`config.mk`:
```
export PLATFORM = sky130hd
export DESIGN_NAME = insn_fetch_unit
export DESIGN_NICKNAME = d
export VERILOG_FILES = /design/src/rtl/insn_fetch_unit_pkg.sv /design/src/rtl/insn_fetch_unit_fifo.sv /design/src/rtl/insn_fetch_unit.sv
export SDC_FILE = /design/constraint.sdc
export NUM_CORES = 1
export LEC_CHECK = 0
export CAP_MARGIN = 30
export CORE_MARGIN = 2
export CORE_UTILIZATION = 25
export DETAILED_ROUTE_END_ITERATION = 12
export GPL_ROUTABILITY_DRIVEN = 0
export GPL_TIMING_DRIVEN = 0
export SLEW_MARGIN = 10
export SYNTH_ARGS = -nofsm -noshare
export SYNTH_HDL_FRONTEND = slang
export SYNTH_SLANG_ARGS = --single-unit
```
`constraint.sdc`:
```
create_clock -name clk -period 4.5 [get_ports clk]
set_input_delay 0.675 -clock clk [delete_from_list [all_inputs] [get_ports clk]]
set_output_delay 0.675 -clock clk [all_outputs]
set_load 0.01 [all_outputs]
```
`src/rtl/insn_fetch_unit_pkg.sv`:
```
// Shared definitions for the instruction fetch stage: word width, PC step,
// NOP encoding, fetch FSM state encoding and the FIFO entry layout.
package insn_fetch_unit_pkg;

  localparam int WORD_W = 32;

  // Sequential fetch stride in bytes (one 32-bit word).
  localparam logic [WORD_W-1:0] PC_STEP = 32'd4;

  // Default word handed to the decoder when nothing valid is buffered.
  localparam logic [WORD_W-1:0] NOP_ENC = 32'h0000_0000;

  // Fetch control states.
  //   ST_IDLE : no request outstanding
  //   ST_REQ  : request outstanding, its data will be buffered
  //   ST_DROP : request outstanding, its data will be discarded (PC redirected)
  typedef enum logic [1:0] {
    ST_IDLE = 2'd0,
    ST_REQ  = 2'd1,
    ST_DROP = 2'd2
  } fetch_state_e;

  // One prefetch buffer entry: the instruction word and the address it came from.
  typedef struct packed {
    logic [WORD_W-1:0] pc;
    logic [WORD_W-1:0] word;
  } fetch_entry_t;

  // Force a byte address onto a word boundary.
  function automatic logic [WORD_W-1:0] align_word(input logic [WORD_W-1:0] addr);
    return addr & ~(WORD_W'(3));
  endfunction

endpackage

```
`src/rtl/insn_fetch_unit_fifo.sv`:
```
// Prefetch FIFO for the fetch stage: DEPTH entries of {pc, word}.
// Circular buffer with one extra pointer bit so full and empty are told apart
// by the pointer MSBs. Clear empties the buffer in one cycle. A push into a
// full buffer is only accepted together with a pop.
module insn_fetch_unit_fifo
  import insn_fetch_unit_pkg::*;
#(
  parameter  int DEPTH = 4,
  localparam int CW    = $clog2(DEPTH) + 1
) (
  input  logic         clk,
  input  logic         rst,
  input  logic         clear,
  input  logic         push,
  input  fetch_entry_t push_entry,
  input  logic         pop,
  output fetch_entry_t head_entry,
  output logic         empty,
  output logic [CW-1:0] count
);

  localparam int AW = CW - 1;

  logic [CW-1:0] wr_ptr;
  logic [CW-1:0] rd_ptr;
  logic          full;
  logic          do_push;
  logic          do_pop;

  fetch_entry_t  mem [DEPTH];

  assign empty   = (wr_ptr == rd_ptr);
  assign full    = (wr_ptr[AW] != rd_ptr[AW]) && (wr_ptr[AW-1:0] == rd_ptr[AW-1:0]);
  assign count   = wr_ptr - rd_ptr;
  assign do_pop  = pop & ~empty;
  assign do_push = push & (~full | do_pop);

  assign head_entry = mem[rd_ptr[AW-1:0]];

  // Pointer update: synchronous reset and clear both empty the buffer.
  always_ff @(posedge clk) begin
    // NOTE: sequential state uses non-blocking assignments so every register
    // samples the pre-edge values, independent of statement order.
    if (!rst || clear) begin
      wr_ptr <= '0;
      rd_ptr <= '0;
    end else begin
      if (do_push) wr_ptr <= wr_ptr + CW'(1);
      if (do_pop)  rd_ptr <= rd_ptr + CW'(1);
    end
  end

  // Entry storage: written on push, read combinationally at the head.
  always_ff @(posedge clk) begin
    // NOTE: the storage array has no reset; the pointers alone define which
    // entries are meaningful, so resetting the data would only cost logic.
    if (do_push) mem[wr_ptr[AW-1:0]] <= push_entry;
  end

endmodule

```
`src/rtl/insn_fetch_unit.sv`:
```
// Instruction fetch / prefetch stage feeding insn_decoder.
// Issues sequential word reads over a req/ack interface (one outstanding
// request at most), buffers the returned words with their addresses in a
// small FIFO and presents the head to the decoder. A PC redirect flushes the
// buffer and discards any read still in flight.
// Optional feature: define FETCH_PERF_EN to add the fetch_cnt port and a
// counter of accepted (buffered) fetches.
module insn_fetch_unit
  import insn_fetch_unit_pkg::*;
#(
  parameter int                DEPTH    = 4,
  parameter logic [WORD_W-1:0] RESET_PC = 32'h0000_0000,
  parameter logic [WORD_W-1:0] NOP_WORD = NOP_ENC
) (
  input  logic              clk,
  input  logic              rst,
  output logic              im_req,
  output logic [WORD_W-1:0] im_addr,
  input  logic              im_ack,
  input  logic [WORD_W-1:0] im_rdata,
  input  logic              redir,
  input  logic [WORD_W-1:0] redir_addr,
  input  logic              stall,
  input  logic              advance,
  output logic [WORD_W-1:0] word,
  output logic [WORD_W-1:0] word_pc,
  output logic              word_valid
`ifdef FETCH_PERF_EN
  ,
  output logic [WORD_W-1:0] fetch_cnt
`endif
);

  localparam int            CW      = $clog2(DEPTH) + 1;
  localparam logic [CW-1:0] DEPTH_C = CW'(DEPTH);

  fetch_state_e      state, state_n;
  logic [WORD_W-1:0] fetch_addr, fetch_addr_n;
  logic [WORD_W-1:0] req_addr, req_addr_n;
  logic [WORD_W-1:0] redir_target;

  logic              fifo_push;
  logic              fifo_pop;
  logic              fifo_clear;
  logic              fifo_empty;
  logic [CW-1:0]     fifo_count;
  logic [CW-1:0]     count_after_pop;
  logic [CW-1:0]     count_after_push;
  fetch_entry_t      push_entry;
  fetch_entry_t      head_entry;

  insn_fetch_unit_fifo #(
    .DEPTH(DEPTH)
  ) u_fifo (
    .clk        (clk),
    .rst        (rst),
    .clear      (fifo_clear),
    .push       (fifo_push),
    .push_entry (push_entry),
    .pop        (fifo_pop),
    .head_entry (head_entry),
    .empty      (fifo_empty),
    .count      (fifo_count)
  );

  assign redir_target = align_word(redir_addr);

  // The request is registered: it is raised the cycle after the decision to
  // fetch and held with a stable address until acknowledged.
  assign im_req  = (state != ST_IDLE);
  assign im_addr = req_addr;

  // Decoder-facing head: NOP and the pending fetch address while empty.
  assign word_valid = ~fifo_empty;
  assign word       = word_valid ? head_entry.word : NOP_WORD;
  assign word_pc    = word_valid ? head_entry.pc   : fetch_addr;

  // A take pops the head unless a redirect flushes the buffer this cycle.
  assign fifo_pop   = advance & word_valid & ~stall & ~redir;
  assign push_entry = '{pc: req_addr, word: im_rdata};

  // Occupancy the buffer will have after this cycle, used for the credit
  // check that decides whether another request may follow.
  assign count_after_pop  = fifo_count - CW'(fifo_pop);
  assign count_after_push = count_after_pop + CW'(1);

  // Next-state, address and FIFO control. A redirect overrides ack and take.
  always_comb begin
    // NOTE: every signal written here gets a default first, so no path can
    // leave one unassigned and infer a latch.
    state_n      = state;
    fetch_addr_n = fetch_addr;
    req_addr_n   = req_addr;
    fifo_push    = 1'b0;
    fifo_clear   = 1'b0;

    if (redir) begin
      fifo_clear   = 1'b1;
      fetch_addr_n = redir_target;
      unique case (state)
        ST_IDLE: begin
          // Buffer is now empty, so credit is guaranteed.
          state_n    = ST_REQ;
          req_addr_n = redir_target;
        end
        ST_REQ, ST_DROP: begin
          if (im_ack) begin
            // The old request completed this cycle; its data is discarded
            // and the new address can be requested straight away.
            state_n    = ST_REQ;
            req_addr_n = redir_target;
          end else begin
            // Old request still in flight: wait for it and throw it away.
            state_n = ST_DROP;
          end
        end
        default: state_n = ST_IDLE;
      endcase
    end else begin
      unique case (state)
        ST_IDLE: begin
          if (count_after_pop < DEPTH_C) begin
            state_n    = ST_REQ;
            req_addr_n = fetch_addr;
          end
        end
        ST_REQ: begin
          if (im_ack) begin
            fifo_push    = 1'b1;
            fetch_addr_n = fetch_addr + PC_STEP;
            req_addr_n   = fetch_addr + PC_STEP;
            state_n      = (count_after_push < DEPTH_C) ? ST_REQ : ST_IDLE;
          end
        end
        ST_DROP: begin
          if (im_ack) begin
            // Stale data discarded; fetch_addr already holds the redirect.
            req_addr_n = fetch_addr;
            state_n    = (count_after_pop < DEPTH_C) ? ST_REQ : ST_IDLE;
          end
        end
        default: state_n = ST_IDLE;
      endcase
    end
  end

  // Control state, fetch address and request address registers.
  always_ff @(posedge clk) begin
    if (!rst) begin
      state      <= ST_IDLE;
      fetch_addr <= RESET_PC;
      req_addr   <= RESET_PC;
    end else begin
      state      <= state_n;
      fetch_addr <= fetch_addr_n;
      req_addr   <= req_addr_n;
    end
  end

`ifdef FETCH_PERF_EN
  // Counts buffered fetches; wraps silently, cleared only by reset.
  always_ff @(posedge clk) begin
    if (!rst) begin
      fetch_cnt <= '0;
    end else if (fifo_push) begin
      fetch_cnt <= fetch_cnt + WORD_W'(1);
    end
  end
`endif

endmodule

```
==> reports/qor.txt <==
Outcome - finished, final reports clean
Area of the multi-input gates - 4710 µm²
Initial DRC count - 814
Clk_lat worst skew - 0.55 ns
TNS Setup - 0 ns
Post-synth top flop - edfxtp_1
CTS Buf Count - 36
Setup CP Type - flip-flop to primary output
CP arrival - 3.34 ns
Maximum vdd drop - 0.000194 V
Setup crit start kind - flip-flop
First-pass GRT wire length - 59.7 mm
Worst slew pin tran - 0.899 ns
Postcts setup bufs - 0
Register area - 8850 µm²
Placeable Area - 55,100 µm²
Synth top cells by count - edfxtp_1 (248), dfxtp_1 (70), mux4_2 (62)
Pwr Density - 419 nW/µm²
# diodes - 0
Final Slew Violations - 0
Port bufs - 160
Dpl cells - 1,869
Sink Count - 318
Distinct cells, synth - 69
CTS tree - done
Critical path endpoint category - primary output
# DRC - 0
# resized after CTS - 0
H-tree Lvls - 2
# fillers - 5,507
Die X - 240 µm
Area grow syn2layout - 27.4%
Place WS - 0.231 ns
Max Clock Skew - 0.0351 ns
Share of cells above drive strength 1 - 17.1%
Seq cells post-synth - 318
HPWL after DPL - 28.0 mm
Final Hold Fails - 0
Clk root buf - clkbuf_16
Maxcap violations - 0
Post-layout min period - 4.01 ns
Routed Antenna Nets - 0
CP Max Fanout - 10
Max stage delay on crit path - 0.74 ns
Relative slew margins - 40.1%
Vias in the first global route - 9,264
# rows - 86
IO Pins - 168
Fin nets - 1,242
Vias after detailed routing - 9,096
Worst hold slack - 0.523 ns
Ys Warns - 0
Initial Utilization - 25.3%
Cell Chain, Critical Path - buf_1, clkbuf_1, mux4_2, mux2_2, clkdlybuf4s50_1
Worst min path class - flip-flop to flip-flop
Setup WS post-layout - 0.485 ns
Async SR Flop Fraction - 0%
EDFF count, synth - 248
Initial antenna violation count - 0
Layout Cells excl Fill - 1,933
Leak pwr - 5.71 nW
Max Freq - 249 MHz
Yosys top cell area share - 53.4%
Largest delay share family, worst path - buffers and inverters
Avg WL per Cell - 21.1 µm
Largest net degree at the start of global routing - 46
Clock-pin transition on the worst setup and hold timing paths - 0.06 ns
DIE AREA - 57,700 µm²
Gr usage total - 14.1%
Vias per cell - 4.71
Setup violators final - 0
Max Root-Sink Buffers - 3
Tcrit/Tclk final - 89.2%
RSZ-0062 raised after global routing - false
Pre-antenna DRT Iters - 5
Chip height - 240 µm
Avg Cell Area, Syn - 14.6 µm²
Required @ worst endpoint - 3.83 ns
Synth Cell Area - 14,000 µm²
Total buffers and inverters traversed by the critical path - 3
Total congestion overflow - 0
Register area share after synthesis - 63.4%
Slowest cell on crit path - clkbuf_1
Routed WL - 40.8 mm
Hold-fix buffer count after cts - 0
Ranking of synthesized cells by area - edfxtp_1 (53%), dfxtp_1 (10%), mux4_2 (10%)
Count leader, synth - edfxtp_1
Final core occ - 32.3%
Cell count after synthesis - 954
Cell taking the most area after synthesis - edfxtp_1
==> layout make-up <==
type,instances,share of cell area [%]
Sequential cell,318,49.8
Clock buffer,50,5.72
Tap cell,748,5.27
Timing Repair Buffer,164,9.50
Buffer,75,1.99
Inverter,15,0.317
Multi-Input combinational cell,549,26.5
Clock inverter,14,0.894
==> per-stage QoR <==
stage | area [µm²] | total power (W)
final | 17800 | 0.00745
after global routing | 17800 | 0.00773
after CTS | 17800 | 0.00753
after detailed placement | 16600 | 0.00457
after global placement | 16500 | 0.00455
after floorplan | 14000 | 0.00403
==> final timing paths <==
check / from / to / slack (ns) / depth (start not counted)
setup / recovery: flip-flop / word_pc[13] / 0.49 / 5
hold reg to reg: im_addr[2] / im_addr[2] / 0.52 / 2
setup reg to reg: u_fifo.wr_ptr[0] / im_addr[7] / 0.97 / 12
hold / removal: im_addr[2] / im_addr[2] / 0.52 / 2
==> cell usage in the layout, fill, tap and decap left out, drive strengths merged, types with 11 or more instances in the layout <==
cell,count
a21oi,48
and2,40
and3,11
buf,44
clkbuf,85
clkdlybuf4s50,160
clkinv,11
dfxtp,70
edfxtp,248
ha,11
inv,15
mux2,31
mux4,62
nand2,48
nand2b,14
nand3,34
nand4,21
nor2,32
nor3,19
o21ai,28
xnor2,29
xor2,24
==> tightest hold or removal path, stage by stage (launching register included) <==
cell and delay (ns):
dfxtp_1 0.35, nand2_1 0.07, a21oi_1 0.05
==> where the power goes <==
part           leakage [nW]  switching, W  internal [W]
registers              2.84      0.000119       0.00335
logic                  2.30      0.000584      0.000455
clock network         0.574       0.00118       0.00175
total                  5.71       0.00189       0.00556
==> registers in the layout, indices dropped and copies added (netlist names), named ones only <==
register,flops
im_addr,30
fetch_addr,30
u_fifo.mem,248
state,2
u_fifo.wr_ptr,3
u_fifo.rd_ptr,3
==> routing by layer <==
metal / global-route usage [%] / up-vias / wire (µm)
met1: 18.1 / 4628 / 17500
met5: 0 / - / 0
met2: 23.2 / 324 / 19400
met3: 2.82 / 79 / 2510
li1: - / 4065 / -
met4: 5.63 / 0 / 1410
==> kinds of logic after synthesis <==
| kind of cell | after synthesis | synth area share (%) |
|---|---|---|
| flip-flops | 318 | 63.4 |
| AND/OR/NAND/NOR | 249 | 10.0 |
| AO/OA/AOI/OAI | 133 | 6.10 |
| multiplexers | 96 | 12.7 |
| buffers and inverters | 90 | 2.94 |
| XOR/XNOR | 54 | 3.49 |
| adder cells (fa/ha/maj) | 13 | 1.27 |
| other | 1 | 0.0269 |
(Power assumes the default switching activity.)
